==> src/rtl/wb_uart_pkg.sv <==
// -----------------------------------------------------------------------------
// wb_uart_pkg
// Shared definitions for the Wishbone UART: register offsets (word index on
// wb_adr_i[3:2]), UCR bit positions, the state encoding used by both serial
// engines, and the divisor clamp helper.
// -----------------------------------------------------------------------------
package wb_uart_pkg;

  // Register word offsets
  localparam logic [1:0] REG_UCR  = 2'd0;
  localparam logic [1:0] REG_DATA = 2'd1;
  localparam logic [1:0] REG_DIV  = 2'd2;
  localparam logic [1:0] REG_RSVD = 2'd3;

  // UCR bit positions
  localparam int UCR_RX_AVAIL     = 0;
  localparam int UCR_TX_BUSY      = 1;
  localparam int UCR_RX_OVERRUN   = 2;
  localparam int UCR_RX_FRAME_ERR = 3;

  // Smallest usable clocks-per-bit; the RX half-bit wait needs at least 2
  localparam logic [15:0] DIV_MIN = 16'd4;

  typedef enum logic [1:0] {
    ST_IDLE  = 2'd0,
    ST_START = 2'd1,
    ST_DATA  = 2'd2,
    ST_STOP  = 2'd3
  } uart_state_e;

  // Divisor actually used by an engine for a frame
  function automatic logic [15:0] clamp_div(input logic [15:0] div);
    return (div < DIV_MIN) ? DIV_MIN : div;
  endfunction

endpackage

==> src/rtl/uart_core.sv <==
// -----------------------------------------------------------------------------
// uart_core
// TX and RX serial shift engines. Each engine latches its own (clamped)
// divisor when a frame starts, so divisor changes never disturb a frame in
// progress.
// Ports:
//   clk_i, rst_i      system clock, asynchronous active-low reset
//   i_div             divisor register value (clocks per bit, unclamped)
//   i_tx_start        one-cycle request to start a TX frame (only when idle)
//   i_tx_data         byte to transmit
//   o_tx              serial output line, idle high
//   o_tx_busy         TX frame in progress
//   i_rx              raw asynchronous serial input
//   o_rx_done         one-cycle pulse at the stop-bit sample
//   o_rx_data         received byte, valid with o_rx_done
//   o_rx_frame_err    stop bit sampled low, valid with o_rx_done
// -----------------------------------------------------------------------------
module uart_core
  import wb_uart_pkg::*;
(
  input  logic        clk_i,
  input  logic        rst_i,
  input  logic [15:0] i_div,
  input  logic        i_tx_start,
  input  logic [7:0]  i_tx_data,
  output logic        o_tx,
  output logic        o_tx_busy,
  input  logic        i_rx,
  output logic        o_rx_done,
  output logic [7:0]  o_rx_data,
  output logic        o_rx_frame_err
);

  // ---------------- TX engine ----------------
  uart_state_e r_tx_state, w_tx_state_n;
  logic [15:0] r_tx_cnt,   w_tx_cnt_n;
  logic [15:0] r_tx_div,   w_tx_div_n;
  logic [2:0]  r_tx_bit,   w_tx_bit_n;
  logic [7:0]  r_tx_shift, w_tx_shift_n;
  logic        r_tx,       w_tx_n;
  logic        w_tx_last;

  assign w_tx_last = (r_tx_cnt == (r_tx_div - 16'd1));

  // TX state and datapath registers; line resets high with the async reset
  always_ff @(posedge clk_i or negedge rst_i) begin
    if (!rst_i) begin
      r_tx_state <= ST_IDLE;
      r_tx_cnt   <= 16'd0;
      r_tx_div   <= DIV_MIN;
      r_tx_bit   <= 3'd0;
      r_tx_shift <= 8'd0;
      r_tx       <= 1'b1;
    end else begin
      r_tx_state <= w_tx_state_n;
      r_tx_cnt   <= w_tx_cnt_n;
      r_tx_div   <= w_tx_div_n;
      r_tx_bit   <= w_tx_bit_n;
      r_tx_shift <= w_tx_shift_n;
      r_tx       <= w_tx_n;
    end
  end

  // TX next-state: the line value for the next bit is set together with the
  // state change so uart_tx comes straight from a flop
  always_comb begin
    w_tx_state_n = r_tx_state;
    w_tx_cnt_n   = r_tx_cnt;
    w_tx_div_n   = r_tx_div;
    w_tx_bit_n   = r_tx_bit;
    w_tx_shift_n = r_tx_shift;
    w_tx_n       = r_tx;
    case (r_tx_state)
      ST_IDLE: begin
        w_tx_n = 1'b1;
        if (i_tx_start) begin
          w_tx_state_n = ST_START;
          w_tx_cnt_n   = 16'd0;
          w_tx_div_n   = clamp_div(i_div);
          w_tx_shift_n = i_tx_data;
          w_tx_n       = 1'b0;
        end else begin
          w_tx_cnt_n   = 16'd0;
        end
      end
      ST_START: begin
        if (w_tx_last) begin
          w_tx_state_n = ST_DATA;
          w_tx_cnt_n   = 16'd0;
          w_tx_bit_n   = 3'd0;
          w_tx_n       = r_tx_shift[0];
        end else begin
          w_tx_cnt_n   = r_tx_cnt + 16'd1;
        end
      end
      ST_DATA: begin
        if (w_tx_last) begin
          w_tx_cnt_n = 16'd0;
          if (r_tx_bit == 3'd7) begin
            w_tx_state_n = ST_STOP;
            w_tx_n       = 1'b1;
          end else begin
            w_tx_bit_n   = r_tx_bit + 3'd1;
            w_tx_shift_n = {1'b0, r_tx_shift[7:1]};
            w_tx_n       = r_tx_shift[1];
          end
        end else begin
          w_tx_cnt_n = r_tx_cnt + 16'd1;
        end
      end
      ST_STOP: begin
        if (w_tx_last) begin
          w_tx_state_n = ST_IDLE;
          w_tx_cnt_n   = 16'd0;
          w_tx_n       = 1'b1;
        end else begin
          w_tx_cnt_n   = r_tx_cnt + 16'd1;
        end
      end
      default: begin
        w_tx_state_n = ST_IDLE;
        w_tx_cnt_n   = 16'd0;
        w_tx_n       = 1'b1;
      end
    endcase
  end

  assign o_tx      = r_tx;
  assign o_tx_busy = (r_tx_state != ST_IDLE);

  // ---------------- RX engine ----------------
  logic        r_rx_sync1, r_rx_sync2, r_rx_prev;
  uart_state_e r_rx_state, w_rx_state_n;
  logic [15:0] r_rx_cnt,   w_rx_cnt_n;
  logic [15:0] r_rx_div,   w_rx_div_n;
  logic [2:0]  r_rx_bit,   w_rx_bit_n;
  logic [7:0]  r_rx_shift, w_rx_shift_n;
  logic        r_rx_done,  w_rx_done_n;
  logic        r_rx_ferr,  w_rx_ferr_n;
  logic        w_rx_fall;
  logic        w_rx_last;
  logic        w_rx_half_last;

  // Two-flop synchroniser plus a delayed copy for falling-edge detection
  always_ff @(posedge clk_i or negedge rst_i) begin
    if (!rst_i) begin
      r_rx_sync1 <= 1'b1;
      r_rx_sync2 <= 1'b1;
      r_rx_prev  <= 1'b1;
    end else begin
      r_rx_sync1 <= i_rx;
      r_rx_sync2 <= r_rx_sync1;
      r_rx_prev  <= r_rx_sync2;
    end
  end

  assign w_rx_fall      = r_rx_prev & ~r_rx_sync2;
  assign w_rx_last      = (r_rx_cnt == (r_rx_div - 16'd1));
  assign w_rx_half_last = (r_rx_cnt == ((r_rx_div >> 1) - 16'd1));

  // RX state and datapath registers
  always_ff @(posedge clk_i or negedge rst_i) begin
    if (!rst_i) begin
      r_rx_state <= ST_IDLE;
      r_rx_cnt   <= 16'd0;
      r_rx_div   <= DIV_MIN;
      r_rx_bit   <= 3'd0;
      r_rx_shift <= 8'd0;
      r_rx_done  <= 1'b0;
      r_rx_ferr  <= 1'b0;
    end else begin
      r_rx_state <= w_rx_state_n;
      r_rx_cnt   <= w_rx_cnt_n;
      r_rx_div   <= w_rx_div_n;
      r_rx_bit   <= w_rx_bit_n;
      r_rx_shift <= w_rx_shift_n;
      r_rx_done  <= w_rx_done_n;
      r_rx_ferr  <= w_rx_ferr_n;
    end
  end

  // RX next-state: half-bit wait to the start-bit centre, then full-bit steps
  always_comb begin
    w_rx_state_n = r_rx_state;
    w_rx_cnt_n   = r_rx_cnt;
    w_rx_div_n   = r_rx_div;
    w_rx_bit_n   = r_rx_bit;
    w_rx_shift_n = r_rx_shift;
    w_rx_done_n  = 1'b0;
    w_rx_ferr_n  = r_rx_ferr;
    case (r_rx_state)
      ST_IDLE: begin
        if (w_rx_fall) begin
          w_rx_state_n = ST_START;
          w_rx_cnt_n   = 16'd0;
          w_rx_div_n   = clamp_div(i_div);
        end else begin
          w_rx_cnt_n   = 16'd0;
        end
      end
      ST_START: begin
        if (w_rx_half_last) begin
          w_rx_cnt_n = 16'd0;
          w_rx_bit_n = 3'd0;
          if (r_rx_sync2) begin
            w_rx_state_n = ST_IDLE;   // glitch, not a start bit
          end else begin
            w_rx_state_n = ST_DATA;
          end
        end else begin
          w_rx_cnt_n = r_rx_cnt + 16'd1;
        end
      end
      ST_DATA: begin
        if (w_rx_last) begin
          w_rx_cnt_n   = 16'd0;
          w_rx_shift_n = {r_rx_sync2, r_rx_shift[7:1]};
          if (r_rx_bit == 3'd7) begin
            w_rx_state_n = ST_STOP;
          end else begin
            w_rx_bit_n   = r_rx_bit + 3'd1;
          end
        end else begin
          w_rx_cnt_n = r_rx_cnt + 16'd1;
        end
      end
      ST_STOP: begin
        if (w_rx_last) begin
          w_rx_state_n = ST_IDLE;
          w_rx_cnt_n   = 16'd0;
          w_rx_done_n  = 1'b1;
          w_rx_ferr_n  = ~r_rx_sync2;
        end else begin
          w_rx_cnt_n   = r_rx_cnt + 16'd1;
        end
      end
      default: begin
        w_rx_state_n = ST_IDLE;
        w_rx_cnt_n   = 16'd0;
      end
    endcase
  end

  assign o_rx_done      = r_rx_done;
  assign o_rx_data      = r_rx_shift;
  assign o_rx_frame_err = r_rx_ferr;

endmodule

==> src/rtl/wb_uart.sv <==
// -----------------------------------------------------------------------------
// wb_uart
// Wishbone slave UART: register decode, status flags, divisor and RX holding
// register; serial engines live in uart_core.
// Ports:
//   clk_i, rst_i           system clock, asynchronous active-low reset
//   wb_*                   Wishbone slave (word registers on wb_adr_i[3:2])
//   uart_rx, uart_tx       serial in (asynchronous) / out, both idle high
//   irq_o                  level interrupt, equals rx_avail
// -----------------------------------------------------------------------------
module wb_uart
  import wb_uart_pkg::*;
#(
  parameter int unsigned DIVISOR = 434
)(
  input  logic        clk_i,
  input  logic        rst_i,
  input  logic [31:0] wb_adr_i,
  input  logic [31:0] wb_dat_i,
  output logic [31:0] wb_dat_o,
  input  logic [3:0]  wb_sel_i,
  input  logic        wb_we_i,
  input  logic        wb_stb_i,
  input  logic        wb_cyc_i,
  output logic        wb_ack_o,
  input  logic        uart_rx,
  output logic        uart_tx,
  output logic        irq_o
);

  localparam logic [15:0] DIV_RST = DIVISOR[15:0];

  logic        r_ack;
  logic [31:0] r_dat;
  logic [15:0] r_div;
  logic [7:0]  r_rx_data;
  logic        r_rx_avail, r_overrun, r_frame_err;

  logic        w_req, w_wr, w_rd;
  logic [1:0]  w_reg;
  logic        w_ucr_wr, w_data_wr, w_data_rd, w_div_wr;
  logic        w_tx_start;
  logic [31:0] w_rd_data;
  logic        w_tx_busy, w_rx_done, w_rx_ferr, w_tx_line;
  logic [7:0]  w_rx_byte;
  logic        w_unused;

  assign w_req     = wb_cyc_i & wb_stb_i & ~r_ack;
  assign w_wr      = w_req & wb_we_i;
  assign w_rd      = w_req & ~wb_we_i;
  assign w_reg     = wb_adr_i[3:2];
  assign w_ucr_wr  = w_wr & (w_reg == REG_UCR)  & wb_sel_i[0];
  assign w_data_wr = w_wr & (w_reg == REG_DATA) & wb_sel_i[0];
  assign w_data_rd = w_rd & (w_reg == REG_DATA);
  assign w_div_wr  = w_wr & (w_reg == REG_DIV);
  // Writes while busy are acked but dropped
  assign w_tx_start = w_data_wr & ~w_tx_busy;

  assign w_unused = ^{wb_adr_i[31:4], wb_adr_i[1:0], wb_dat_i[31:16], wb_sel_i[3:2]};

  // Read data mux; reserved offset and unused bits read 0
  always_comb begin
    w_rd_data = 32'd0;
    case (w_reg)
      REG_UCR: begin
        w_rd_data[UCR_RX_AVAIL]     = r_rx_avail;
        w_rd_data[UCR_TX_BUSY]      = w_tx_busy;
        w_rd_data[UCR_RX_OVERRUN]   = r_overrun;
        w_rd_data[UCR_RX_FRAME_ERR] = r_frame_err;
      end
      REG_DATA: w_rd_data[7:0]  = r_rx_data;
      REG_DIV:  w_rd_data[15:0] = r_div;
      default:  w_rd_data       = 32'd0;
    endcase
  end

  // Bus handshake: single-cycle ack with read data registered alongside it
  always_ff @(posedge clk_i or negedge rst_i) begin
    if (!rst_i) begin
      r_ack <= 1'b0;
      r_dat <= 32'd0;
    end else begin
      r_ack <= w_req;
      r_dat <= w_rd ? w_rd_data : 32'd0;
    end
  end

  // Divisor register, byte-lane writes
  always_ff @(posedge clk_i or negedge rst_i) begin
    if (!rst_i) begin
      r_div <= DIV_RST;
    end else if (w_div_wr) begin
      if (wb_sel_i[0]) r_div[7:0]  <= wb_dat_i[7:0];
      if (wb_sel_i[1]) r_div[15:8] <= wb_dat_i[15:8];
    end
  end

  // RX holding register and status flags; a new byte's flag setting wins
  // over a same-cycle clear, and a same-cycle DATA read suppresses overrun
  always_ff @(posedge clk_i or negedge rst_i) begin
    if (!rst_i) begin
      r_rx_data   <= 8'd0;
      r_rx_avail  <= 1'b0;
      r_overrun   <= 1'b0;
      r_frame_err <= 1'b0;
    end else begin
      if (w_ucr_wr) begin
        if (wb_dat_i[UCR_RX_OVERRUN])   r_overrun   <= 1'b0;
        if (wb_dat_i[UCR_RX_FRAME_ERR]) r_frame_err <= 1'b0;
      end
      if (w_rx_done) begin
        r_rx_data  <= w_rx_byte;
        r_rx_avail <= 1'b1;
        if (r_rx_avail && !w_data_rd) r_overrun <= 1'b1;
        if (w_rx_ferr) r_frame_err <= 1'b1;
      end else if (w_data_rd) begin
        r_rx_avail <= 1'b0;
      end
    end
  end

  uart_core u_core (
    .clk_i          (clk_i),
    .rst_i          (rst_i),
    .i_div          (r_div),
    .i_tx_start     (w_tx_start),
    .i_tx_data      (wb_dat_i[7:0]),
    .o_tx           (w_tx_line),
    .o_tx_busy      (w_tx_busy),
    .i_rx           (uart_rx),
    .o_rx_done      (w_rx_done),
    .o_rx_data      (w_rx_byte),
    .o_rx_frame_err (w_rx_ferr)
  );

  assign wb_ack_o = r_ack;
  assign wb_dat_o = r_dat;
  assign uart_tx  = w_tx_line;
  assign irq_o    = r_rx_avail;

endmodule

==> config.mk <==
export PLATFORM = sky130hd
export DESIGN_NAME = wb_uart
export DESIGN_NICKNAME = d
export VERILOG_FILES = /design/src/rtl/wb_uart_pkg.sv /design/src/rtl/uart_core.sv /design/src/rtl/wb_uart.sv
export SDC_FILE = /design/constraint.sdc
export NUM_CORES = 1
export LEC_CHECK = 0
export CAP_MARGIN = 25
export CORE_UTILIZATION = 35
export DETAILED_ROUTE_END_ITERATION = 10
export GPL_TIMING_DRIVEN = 0
export SYNTH_ARGS = -nofsm -noshare
export SYNTH_HDL_FRONTEND = slang
export SYNTH_SLANG_ARGS = --single-unit
==> constraint.sdc <==
create_clock -name clk_i -period 5 [get_ports clk_i]
set_clock_uncertainty 0.1 [all_clocks]
set_input_delay 0.75 -clock clk_i [delete_from_list [all_inputs] [get_ports clk_i]]
set_output_delay 0.75 -clock clk_i [all_outputs]
set_load 0.005 [all_outputs]
; Yosys cells after proc, flatten, opt, wreduce, memory -nomap -nowiden
; Index checks and enable logic that the tools add are counted.
[word_totals]
output_inout_bits = 35
regBits = 140
[op_classes]
eq_ne = 25
addsub = 7
bitwise = 16
muxes = 53
magnitude_cmp = 1
n_reduce_logical = 24
[op_table]
columns = op, n
row1 = $mux W16, 5
row2 = $eq A16 B16 Y1, 3
row3 = $pmux W16 S3, 1
row4 = $add A16 B1 Y16 const B, 2
row5 = $mux W8, 4
row6 = $pmux W16 S2, 1
row7 = $sub A16 B1 Y16 const B, 2
row8 = $mux W2, 11
row9 = $ne A2 B1 Y1 const B, 10
row10 = $mux W3, 6
row11 = $mux W1, 17
row12 = $lt A16 B3 Y1 const B, 1
row13 = $pmux W2 S4, 2
row14 = $pmux W8 S2, 1
row15 = $sub A15 B1 Y16 const B, 1
row16 = $and A1 B1 Y1, 12
row17 = $pmux W3 S2, 2
row18 = $pmux W4 S3, 1
row19 = $reduce_and A2 Y1, 6
row20 = $reduce_and A4 Y1, 3
row21 = $eq A2 B2 Y1 const B, 5
row22 = $reduce_and A5 Y1, 2
row23 = $reduce_bool A2 Y1, 5
row24 = $pmux W4 S2, 1
row25 = 12 further kinds, 22

; Longest topological paths before layout
; Gate-level depths: netlist of the first run.
[logic_depth]
word_depth = 8
mapped_depth = 13
depth_no_buf = 10

; Cells and area by module
; A second synthesis of the first run with hierarchy kept.
[hier_totals]
hier_cells = 837
area_unflattened_um2 = 8226.6
[by_module_without_submodules]
columns = module, n_inst, area_per_inst_um2, cells_each, seq_area_each_um2
row1 = uart_core, 1, 6323.6, 696, 2409.8
row2 = wb_uart, 1, 1903.1, 141, 1107.3

; Worst setup path after synthesis of the first run
; Ideal clock, no wire load.
[synth_timing]
path_kind = register to register
from = register u_core.r_rx_div[1]
to = register u_core.r_rx_shift[0] (netlist: u_core.o_rx_data[0])
synth_period_minus_slack_ps = 3439
arrival_time_ps = 3214
path_slack_ps = 1561
stages_incl_launch_ff = 12
path_cell_list = dfrtp_1 inv_1 ha_1 nor4b_4 and3_1 o2111ai_1 or4_1 or3_1 or3_4 or3_1 buf_6 mux2_4
[synth_between]
elab_chain_len = 3
[synth_rtl]
columns = item, line
row1 = start: declaration, uart_core.sv:135  ; logic [15:0] r_rx_div, w_rx_div_n;
row2 = start signal: assignment, uart_core.sv:174  ; r_rx_div <= w_rx_div_n;
row3 = $sub A16 B1 Y16, uart_core.sv:158  ; assign w_rx_last = (r_rx_cnt == (r_rx_div - 16'd1));
row4 = $eq A16 B16 Y1, uart_core.sv:158
row5 = $reduce_and A2 Y1 (no line), --
row6 = end signal: assignment, uart_core.sv:176  ; r_rx_shift <= w_rx_shift_n;
row7 = end: declaration, uart_core.sv:137  ; logic [7:0] r_rx_shift, w_rx_shift_n;
; No other way between the ends.
; A chain may end at the register's enable or synchronous reset.

; Worst setup path after layout of the first run
[layout_timing]
from = register u_core.r_tx_div[0]
to = register u_core.r_tx_cnt[13]
[layout_between]
elab_chain_len = 4
[layout_rtl]
columns = item, line
row1 = start: declaration, uart_core.sv:37  ; logic [15:0] r_tx_div, w_tx_div_n;
row2 = start signal: assignment, uart_core.sv:57  ; r_tx_div <= w_tx_div_n;
row3 = $sub A16 B1 Y16, uart_core.sv:43  ; assign w_tx_last = (r_tx_cnt == (r_tx_div - 16'd1));
row4 = $eq A16 B16 Y1, uart_core.sv:43
row5 = $mux W16, "uart_core.sv:87, uart_core.sv:97, uart_core.sv:112"
row6 = $pmux W16 S2, uart_core.sv:73  ; case (r_tx_state)
row7 = named net u_core.w_tx_cnt_n[13], uart_core.sv:36  ; logic [15:0] r_tx_cnt, w_tx_cnt_n;
row8 = end signal: assignment, uart_core.sv:56  ; r_tx_cnt <= w_tx_cnt_n;
row9 = end: declaration, uart_core.sv:36
; The timed path passes the listed nets, and every way through them passes these cells.

==> run summary, run 1 <==
==================================================================================================
Routed length per placed instance ...................................................      15.3 um
Post-synthesis async set-or-reset flop share ........................................         100%
Data arrival, critical path .........................................................      4.10 ns
Hold Crit Class ..................................................................... primary input to async pin
Fraction of layout instances using a drive strength above 1 .........................        13.4%
Number of buffers added for setup after CTS .........................................            0
Max-cap check violation count .......................................................            0
Source-to-sink clock delay at the later pin of the worst-skew pair ..................      0.43 ns
Number of flops mapped to enable cells by yosys .....................................            0
NetSw ...............................................................................      1.48 mW
Floorplan die width .................................................................       151 um
Setup Slack @ Placement .............................................................      1.06 ns
Post-Syn Area per Cell ..............................................................     9.79 um2
Capturing element of the worst setup path ........................................... u_core.r_tx_cnt[13]
Longest Clk Path Bufs ...............................................................            2
Final worst path period share .......................................................        78.1%
Switching power share of the total ..................................................        35.9%
Final routed wirelength across all metal layers .....................................    17,800 um
Setup violation total in the final timing report ....................................            0
Maximum operating frequency .........................................................      256 MHz
Total design power ..................................................................      4.12 mW
# IOs ...............................................................................          109
GRT Overall Usage ...................................................................        16.9%
Primary FF master, synth ............................................................      dfrtp_1
Router iterations before antenna repair .............................................            8
Result of the run ................................................................... complete, but fails checks
Worst path setup slack after routing ................................................      1.09 ns
Routed vias .........................................................................        5,845
Pin count of the biggest net entering global routing ................................           91
Root buffer cell ....................................................................    clkbuf_16
R2r endpoint ........................................................................ u_core.r_tx_cnt[13]
Unrepaired setup endpoints after global routing .....................................        false
Area occupied by multi-input gates ..................................................     3920 um2
Max-slew headroom at the worst pin ..................................................        42.6%
Top cell by count, worst path .......................................................     clkbuf_1
Cell Rows ...........................................................................           54
Cells after synthesis ...............................................................          794
Peak supply drop ....................................................................   0.000274 V
TritonCTS Buffers ...................................................................           17
Leakage .............................................................................      4.25 nW
Combinational group share of total power ............................................        35.4%
Vert. Die Dim .......................................................................       151 um
Worst hold slack ....................................................................     0.154 ns
Post-CTS resize count ...............................................................            0
Start point of the critical path .................................................... u_core.r_tx_div[0]
Filler Cell Count ...................................................................        2,124
H-tree depth ........................................................................            4
Synth cell types ....................................................................           65
Cell-by-cell listing of the critical path ........................................... clkbuf_1 -> inv_1 -> ha_1 -> clkbuf_1 -> nor2b_1 -> or3_1 -> a31o_2 -> nor4b_1 -> nand4b_1 -> nand2b_1 -> clkbuf_1 -> clkbuf_1 -> nor2_1
Layout Area Growth over Synthesis ...................................................        18.2%
GR Overflow Total ...................................................................            0
Number of global-route vias before repair ...........................................        5,578
Routed Antenna Nets .................................................................            0
Biggest fanout along the worst timing path ..........................................           10
Required time worst endpoint ........................................................      5.19 ns
Portion of total power attributed to sequential cells ...............................        36.0%
Crit start category .................................................................     register
Core region area ....................................................................   21,800 um2
Initial core utilization ............................................................        35.6%
Post-synthesis sequential area ratio ................................................        45.3%
Full die area .......................................................................   22,800 um2
Cell depth of the worst flop-to-flop path ...........................................           13
Total clock sinks ...................................................................          140
First-iteration detailed-routing DRC count ..........................................          394
Final Hold Violating Endpoints ......................................................            0
Clock transition time at the flip-flop clock pins of the worst setup and hold paths .      0.06 ns
Gp weighted congestion ..............................................................        0.866
Endpoint class of the critical path .................................................     register
Global-route wire length before repair ..............................................    29,600 um
Clock tree from TritonCTS ...........................................................         done
Post-route setup TNS ................................................................         0 ns
Pins Over Slew Limit ................................................................            0
Core occupancy in the finished layout ...............................................        42.1%
Total number of nets in the final design ............................................          965
Drc violations ......................................................................            1
Vias per std cell ...................................................................         5.02
Yosys reg bits ......................................................................          140
Post-Synthesis Cell Area ............................................................     7770 um2
Violated checks .....................................................................          DRC
Highest-count cells in the layout ignoring fill and taps ............................ dfrtp_1 (129), nand2_1 (94), nor2_1 (69)
Commonest non-fill, non-tap cell in the layout ......................................      dfrtp_1
Clock network power share ...........................................................        28.7%
Worst reg2reg setup slack ...........................................................      1.09 ns
Synth Warn # ........................................................................            0
Transition time at the pin with the least slew margin ...............................     0.849 ns
Number of antenna violations at the first check in global routing ...................            0
Sequential cell area in the final layout ............................................     3520 um2
Power density over cell area ........................................................   448 nW/um2
Highest cell delay on the worst timing path .........................................      0.45 ns
Startpoint-to-endpoint class of the critical path ................................... register to register
Detail Placement HPWL ...............................................................    12,500 um
Post-layout minimum cycle time ......................................................      3.91 ns
Reg-to-Reg Start .................................................................... u_core.r_tx_div[0]
Port Buf Inserts ....................................................................           44
Number of antenna diodes ............................................................            0
Hold buffer count at CTS ............................................................            0
Cell with the biggest individual delay on the critical path .........................     clkbuf_1
Internal power consumption ..........................................................      2.64 mW
==================================================================================================
flip-flops by register name, indices dropped and copies added (netlist names), 2 cells and up, named ones only:
signal             count
r_div                 16
u_core.r_rx_cnt       16
u_core.r_rx_div       16
u_core.r_tx_cnt       16
u_core.r_tx_div       16
wb_dat_o              16
r_rx_data              8
u_core.o_rx_data       8
u_core.r_tx_shift      8
u_core.r_rx_bit        3
u_core.r_tx_bit        3
u_core.r_tx_state      2
metal layers:
metal,track usage (%),routed length (um),up-vias
met5,0,0,-
met1,24.4,9170,2804
met4,5.80,263,0
met3,3.49,688,24
met2,24.7,7650,121
li1,-,-,2896
stage by stage:
stage / area (um2) / std cells
after floorplan: 7830 / 809
after global placement: 8620 / 1133
after detailed placement: 8650 / 1134
after CTS: 9190 / 1165
after global routing: 9190 / 1165
final: 9190 / 1165
area by class of cell:
type,count,area share [%]
Timing Repair Buffer,45,5.11
Clock inverter,8,0.763
Multi-Input combinational cell,586,42.7
Clock buffer,23,5.09
Sequential cell,140,38.3
Buffer,63,3.43
Inverter,20,0.817
Tap cell,280,3.81
kinds of logic after synthesis:
logic type               share of synthesized area (%)
multiplexers                                      8.89
XOR/XNOR                                          8.90
other                                           0.0482
adder cells (fa/ha/maj)                           2.90
AND/OR/NAND/NOR                                   20.1
buffers and inverters                             5.02
AO/OA/AOI/OAI                                     8.92
flip-flops                                        45.3
synthesized netlist by cell type, types with 6 or more instances:
library cell	number	area, um2
mux2_4	8	120
inv_1	20	75.1
nand2_1	94	353
nand3_1	43	215
xor2_1	47	412
a22oi_1	12	90.1
nand2b_1	6	37.5
mux2_2	40	450
nor2b_1	6	37.5
buf_4	16	120
nor4_1	14	87.6
nor3_1	16	80.1
clkbuf_1	39	146
ha_1	18	225
mux2i_1	12	120
o211ai_1	9	67.6
dfrtp_1	129	3230
nor2_1	69	259
xnor2_1	32	280
a21oi_1	13	65.1
and3_1	21	131
or4_1	6	45.0
o21ai_0	24	120
dfstp_2	11	289
critical path: cells and delay by family (launching register included):
family / cells / cell delay [ns]
and+or+nand+nor: 6 / 1.58
buffers and inverters: 5 / 1.33
DFF: 1 / 0.32
AOI/OAI and AO/OA: 1 / 0.25
adders and majority gates: 1 / 0.21
worst min path at each step:
stage                    endpoint  cells after the start              start  slack, ns
2_1_floorplan   u_core.r_rx_sync2                      0  u_core.r_rx_sync1       0.25
3_3_place_gp    u_core.r_rx_sync2                      0  u_core.r_rx_sync1       0.25
3_5_place_dp    u_core.r_rx_sync2                      0  u_core.r_rx_sync1       0.25
4_1_cts        u_core.r_rx_cnt[9]                      1              rst_i       0.17
5_1_grt        u_core.r_rx_cnt[9]                      1              rst_i       0.19
6_report       u_core.r_rx_cnt[9]                      1              rst_i       0.15
power groups by stage:
stage	Combinational (mW)	Clock [mW]	Sequential [mW]
2_1_floorplan	1.12	0	1.44
5_1_grt	1.63	1.26	1.51
4_1_cts	1.45	1.21	1.48
6_report	1.46	1.18	1.48
3_5_place_dp	1.44	0	1.50
3_3_place_gp	1.42	0	1.50
Note: power is estimated with default switching activity, not from simulation.
==> inputs of run 2 (changes only) <==
clock period = 3.1 ns   (was 5 ns; I/O delays follow)
==> run 2 against run 1 <==
Net effect:
- final cell count grew 1.4%
- clock power grew 80%
- power grew 77%
- register-to-register slack lost 1.3 ns
- hold slack gained 0.10 ns
- global-route usage grew 0.21 points
- final area grew 5.3%
- largest power group is now combinational logic
- the flow finishes with violations (setup timing)
- combinational power grew 88%
==> run summary, run 2 (same netlist as run 1, synthesis figures left out) <==
==================================================================================================
Routed Antenna Nets .................................................................            0   unchanged
Biggest fanout along the worst timing path ..........................................            8   -2
Setup Slack @ Placement .............................................................    -0.736 ns   -1.80 ns
Core region area ....................................................................   21,800 um2   unchanged
Source-to-sink clock delay at the later pin of the worst-skew pair ..................      0.42 ns   about the same
Commonest non-fill, non-tap cell in the layout ......................................      dfrtp_1
Cell depth of the worst flop-to-flop path ...........................................            9   -4
Core occupancy in the finished layout ...............................................        44.3%   +2.2 points
Worst path setup slack after routing ................................................    -0.231 ns   -1.32 ns
Startpoint-to-endpoint class of the critical path ................................... register to register
Hold Crit Class ..................................................................... register to register
Combined buffer and inverter count along the critical path ..........................            1   -4
Maximum operating frequency .........................................................      300 MHz   +17%
GR Overflow Total ...................................................................            0   unchanged
Combinational group share of total power ............................................        37.7%   +2.3 points
Final routed wirelength across all metal layers .....................................    18,400 um   +3.5%
Clock tree from TritonCTS ...........................................................         done
Logic depth of the worst setup path including buffers ...............................            9   -4
Floorplan die width .................................................................       151 um   unchanged
Gp weighted congestion ..............................................................        0.844   -2.6%
Reg-to-Reg Start .................................................................... u_core.r_rx_div[0]
Routed length per placed instance ...................................................      15.6 um   +2.1%
Number of global-route vias before repair ...........................................        5,939   +6.5%
Worst path top cell family by delay ................................................. simple AND/OR/NAND/NOR gates
Switching power share of the total ..................................................        35.3%   -0.57 points
Result of the run ................................................................... complete, but fails checks
Global-route wire length before repair ..............................................    30,300 um   +2.4%
TritonCTS Buffers ...................................................................           17   unchanged
Root buffer cell ....................................................................    clkbuf_16
Pin count of the biggest net entering global routing ................................           98   +7.7%
GRT Overall Usage ...................................................................        17.1%   +0.21 points
Post-placement cell count ...........................................................        1,134   unchanged
Total clock sinks ...................................................................          140   unchanged
First-iteration detailed-routing DRC count ..........................................          418   +6.1%
Required time worst endpoint ........................................................      3.30 ns   -1.89 ns
Vias per std cell ...................................................................         5.09   +1.5%
Fraction of layout instances using a drive strength above 1 .........................        20.2%   +6.8 points
Internal power consumption ..........................................................      4.71 mW   +79%
Max-cap check violation count .......................................................            0   unchanged
Top cell by count, worst path .......................................................        or3_4
Pins Over Slew Limit ................................................................            0   unchanged
Endpoint class of the critical path .................................................     register
Full die area .......................................................................   22,800 um2   unchanged
Capturing element of the worst setup path ........................................... u_core.o_rx_data[5]
Crit start category .................................................................     register
Unrepaired setup endpoints after global routing .....................................         true
# IOs ...............................................................................          109   unchanged
Setup violation total in the final timing report ....................................           27   +27
Total number of nets in the final design ............................................          980   +1.6%
Highest-count cells in the layout ignoring fill and taps ............................ dfrtp_1 (127), nand2_1 (94), nor2_1 (68)
Layout Area Growth over Synthesis ...................................................        24.5%
Violated checks ..................................................................... setup timing
Clock network power share ...........................................................        29.1%   +0.4 points
Final Hold Violating Endpoints ......................................................            0   unchanged
Portion of total power attributed to sequential cells ...............................        33.2%   -2.8 points
Final worst path period share .......................................................         107%   +29 points
Detail Placement HPWL ...............................................................    12,600 um   +1.3%
Drc violations ......................................................................            0   -1
H-tree depth ........................................................................            4   unchanged
Cell with the biggest individual delay on the critical path .........................        or3_4
Routed vias .........................................................................        6,013   +2.9%
Start point of the critical path .................................................... u_core.r_rx_div[0]
Initial core utilization ............................................................        35.6%   unchanged
Power density over cell area ........................................................   754 nW/um2   +68%
Highest cell delay on the worst timing path .........................................      0.44 ns   about the same
Worst reg2reg setup slack ...........................................................     -0.23 ns   -1.32 ns
Worst hold slack ....................................................................     0.257 ns   +0.103 ns
NetSw ...............................................................................      2.58 mW   +74%
Final non-filler cell total .........................................................        1,181   +1.4%
Number of antenna diodes ............................................................            0   unchanged
Data arrival, critical path .........................................................      3.53 ns   -0.57 ns
R2r endpoint ........................................................................ u_core.o_rx_data[5]
Vert. Die Dim .......................................................................       151 um   unchanged
Max-slew headroom at the worst pin ..................................................        46.4%   +3.8 points
Router iterations before antenna repair .............................................            4   -4
Post-layout minimum cycle time ......................................................      3.33 ns   -0.576 ns
Number of antenna violations at the first check in global routing ...................            0   unchanged
Cell-by-cell listing of the critical path ........................................... buf_6 -> nor4b_4 -> and3_1 -> o2111ai_1 -> or4_1 -> or3_1 -> or3_4 -> or3_4 -> mux2_4
Leakage .............................................................................      4.45 nW   +4.5%
Cell Rows ...........................................................................           54   unchanged
Peak supply drop ....................................................................   0.000361 V   +32%
Transition time at the pin with the least slew margin ...............................     0.793 ns   -0.0562 ns
Clock transition time at the flip-flop clock pins of the worst setup and hold paths .      0.06 ns   about the same
Longest Clk Path Bufs ...............................................................            2   unchanged
Port Buf Inserts ....................................................................           44   unchanged
Total design power ..................................................................      7.29 mW   +77%
==================================================================================================
## run 2: changes by cell type in the layout (fill, tap and decap cells not counted), sizes merged
cell	previous run	this run
inv	20	21
clkbuf	62	51
bufinv	1	3
clkinv	5	3
clkinvlp	2	6
buf	26	47
dlygate4sd3	0	1
## run 2: repair_timing
| action | in CTS | in global routing |
|---|---|---|
| hold endpoints to repair | 40 | 0 |
| endpoints found under the setup margin | 61 | 50 |
| buffers inserted | 14 | 7 |
| pin swaps | 9 | 6 |
| gates resized for setup | 22 | 29 |
| gates cloned | 0 | 1 |
| hold buffers | 1 | 0 |
## run 2: worst register-to-register path: cells and delay by family, from the launching register on
family | cells | cell delay [ns]
buf+inv | 1 | 0.14
flops | 1 | 0.43
mux | 1 | 0.33
simple gates | 6 | 2.13
compound gates | 1 | 0.09
## run 2: metal layers
metal / wire length [um] / GRT usage, % / share of wire, %
met5: 0 / 0 / 0
met4: 172 / 5.70 / 0.93
met3: 742 / 2.47 / 4.0
met2: 8350 / 26.6 / 45
met1: 9130 / 24.1 / 50
## run 2: power groups by stage
stage                     logic [mW]  registers [mW]  clock network [mW]
after floorplan                 1.86            2.33                   0
after global placement          2.35            2.42                   0
after detailed placement        2.38            2.43                   0
after CTS                       2.56            2.41                2.17
after global routing            3.03            2.46                2.25
final                           2.75            2.42                2.12
## run 2: cell type report
class                      count  area, um2
fill                        2087      12200
clock inverter                13        166
sequential                   140       3520
inverter                      20       75.1
timing repair buffer          68        659
tap                          280        350
buffer                        55        297
clock buffer                  19        453
multi-input combinational    586       4150
## run 2: how the worst min path moves through the flow
stage,startpoint,to,slack [ns],cells past startpoint
after floorplan,rst_i,async pin,0.07,0
after global placement,u_core.r_rx_sync1,u_core.r_rx_sync2,0.25,0
after detailed placement,u_core.r_rx_sync1,u_core.r_rx_sync2,0.25,0
after CTS,u_core.r_rx_sync1,u_core.r_rx_sync2,0.26,0
after global routing,u_core.r_rx_sync1,u_core.r_rx_sync2,0.26,0
final,u_core.r_rx_sync1,u_core.r_rx_sync2,0.26,0
## run 2: metrics by stage
step	area (um2)	TNS, ns
finish	9670	-2.66
global route	9670	-5.73
CTS	9500	-3.50
detailed placement	8700	-27.69
global placement	8670	-614.38
floorplan	7880	-2.43
==> inputs of run 3 (changes only) <==
SLEW_MARGIN = 25   (was not set)
==> run 3 against run 2 <==
Net effect:
- the run still ends with setup timing left
- critical endpoint unchanged
- flip-flop and latch count stayed put
- combinational power is 1% higher
- final area hardly changed
- critical path depth is 2 higher
- maximum frequency is 0.93% lower
==> run summary, run 3 (same netlist as run 1, synthesis figures left out) <==
==================================================================================================
Result of the run ................................................................... complete, but fails checks
Violated checks ..................................................................... setup timing
Unrepaired setup endpoints after global routing .....................................         true
Required time worst endpoint ........................................................      3.31 ns   about the same
GRT Overall Usage ...................................................................        17.0%   -0.031 points
Max-cap check violation count .......................................................            0   unchanged
H-tree depth ........................................................................            4   unchanged
Global-route wire length before repair ..............................................    30,100 um   -0.73%
Longest Clk Path Bufs ...............................................................            2   unchanged
Area of all placed cells without fillers ............................................     9670 um2   about the same
Post-layout minimum cycle time ......................................................      3.36 ns   +0.0311 ns
Max-slew headroom at the worst pin ..................................................        58.6%   +12 points
Total design power ..................................................................      7.16 mW   -1.7%
Number of antenna violations at the first check in global routing ...................            0   unchanged
Initial core utilization ............................................................        35.6%   unchanged
Cell with the biggest individual delay on the critical path .........................        or4_1
Worst hold slack ....................................................................     0.257 ns   +0.0000260 ns
First-iteration detailed-routing DRC count ..........................................          346   -17%
Final routed wirelength across all metal layers .....................................    18,300 um   -0.31%
Peak supply drop ....................................................................   0.000393 V   +9.0%
Layout Area Growth over Synthesis ...................................................        24.5%   about the same
Clock transition time at the flip-flop clock pins of the worst setup and hold paths .      0.06 ns   about the same
Highest cell delay on the worst timing path .........................................      0.53 ns   +0.09 ns
Detail Placement HPWL ...............................................................    12,500 um   -0.69%
Full die area .......................................................................   22,800 um2   unchanged
Gp weighted congestion ..............................................................        0.844   unchanged
Maximum operating frequency .........................................................      297 MHz   -0.93%
Number of antenna diodes ............................................................            0   unchanged
Routed Antenna Nets .................................................................            0   unchanged
Number of global-route vias before repair ...........................................        5,760   -3.0%
Vias per std cell ...................................................................         5.09   about the same
GR Overflow Total ...................................................................            0   unchanged
Routed length per placed instance ...................................................      15.5 um   -0.65%
Combined buffer and inverter count along the critical path ..........................            2   +1
Endpoint class of the critical path .................................................     register
Total clock sinks ...................................................................          140   unchanged
Drc violations ......................................................................            0   unchanged
Startpoint-to-endpoint class of the critical path ................................... register to register
Transition time at the pin with the least slew margin ...............................     0.614 ns   -0.179 ns
Source-to-sink clock delay at the later pin of the worst-skew pair ..................      0.43 ns   about the same
Total number of nets in the final design ............................................          984   +0.41%
Hold Crit Class ..................................................................... register to register
Port Buf Inserts ....................................................................           44   unchanged
Worst path top cell family by delay ................................................. simple AND/OR/NAND/NOR gates
Power density over cell area ........................................................   740 nW/um2   -1.8%
Biggest fanout along the worst timing path ..........................................            9   +1
Floorplan die width .................................................................       151 um   unchanged
Top cell by count, worst path .......................................................        or3_4
Data arrival, critical path .........................................................      3.57 ns   +0.04 ns
Crit start category .................................................................     register
Final Hold Violating Endpoints ......................................................            0   unchanged
Pins Over Slew Limit ................................................................            0   unchanged
Worst path setup slack after routing ................................................    -0.262 ns   -0.0311 ns
Root buffer cell ....................................................................    clkbuf_16
Placed inst area ....................................................................     8710 um2   about the same
Final worst path period share .......................................................         108%   +1.0 points
Fraction of layout instances using a drive strength above 1 .........................        20.3%   +0.13 points
Cell Rows ...........................................................................           54   unchanged
Core region area ....................................................................   21,800 um2   unchanged
Vert. Die Dim .......................................................................       151 um   unchanged
Setup Slack @ Placement .............................................................    -0.670 ns   +0.0661 ns
Clock tree from TritonCTS ...........................................................         done
Pin count of the biggest net entering global routing ................................           88   -10%
Routed vias .........................................................................        6,030   +0.28%
Commonest non-fill, non-tap cell in the layout ......................................      dfrtp_1
# IOs ...............................................................................          109   unchanged
Highest-count cells in the layout ignoring fill and taps ............................ dfrtp_1 (128), nand2_1 (94), nor2_1 (69)
Router iterations before antenna repair .............................................            5   +1
Cell-by-cell listing of the critical path ........................................... inv_2 -> ha_2 -> clkbuf_8 -> and2_4 -> o21ai_1 -> a21oi_1 -> or4_1 -> or3_1 -> or3_4 -> or3_4 -> mux2_4
Leakage .............................................................................      4.45 nW   about the same
Setup violation total in the final timing report ....................................           26   -3.7%
TritonCTS Buffers ...................................................................           17   unchanged
==================================================================================================
[run 3: worst paths after layout]
| check | from | end | slack, ns | cells past startpoint |
|---|---|---|---|---|
| min in group asynchronous | rst_i | u_core.r_rx_cnt[9] | 0.45 | 2 |
| max in group asynchronous | rst_i | r_div[4] | 1.64 | 3 |
| min | u_core.r_rx_sync1 | u_core.r_rx_sync2 | 0.26 | 0 |
| min reg2reg | u_core.r_rx_sync1 | u_core.r_rx_sync2 | 0.26 | 0 |
| max | u_core.r_rx_div[0] | u_core.o_rx_data[5] | -0.26 | 11 |
| max reg2reg | u_core.r_rx_div[0] | u_core.o_rx_data[5] | -0.26 | 11 |
[run 3: report_power, final]
group          internal [mW]  total (mW)  switching, mW
Clock                   1.14        1.95          0.810
Sequential              2.11        2.41          0.308
Combinational           1.33        2.79           1.46
Total                   4.58        7.16           2.58
[run 3: layout make-up]
class / instances / area [um2]
Inverter: 20 / 75.1
Clock inverter: 13 / 119
Multi-Input combinational cell: 586 / 4140
Sequential cell: 140 / 3520
Timing Repair Buffer: 70 / 694
Tap cell: 280 / 350
Clock buffer: 19 / 453
Buffer: 57 / 324
Fill cell: 2064 / 12100
[run 3: through the flow]
stage	utilization [%]	setup TNS (ns)	instances
detailed placement	39.9	-26.78	1134
global route	44.3	-5.43	1185
global placement	39.7	-614.38	1133
floorplan	-	-2.43	809
finish	44.3	-3.29	1185
CTS	43.3	-4.03	1176
[run 3: layer usage]
metal | global-route usage (%) | vias up | routed length (um)
met3 | 2.95 | 20 | 713
li1 | - | 2934 | -
met1 | 24.3 | 2934 | 8970
met5 | 0 | - | 0
met4 | 5.90 | 0 | 307
met2 | 25.9 | 142 | 8350
[run 3: what timing repair did]
item | 4_1_cts | 5_1_grt
resized for setup | 20 | 32
endpoints found under the hold margin | 50 | 0
setup buffers | 13 | 10
pin swaps | 10 | 8
endpoints found under the setup margin | 61 | 49
gates cloned | 0 | 1
hold buffers | 1 | 0
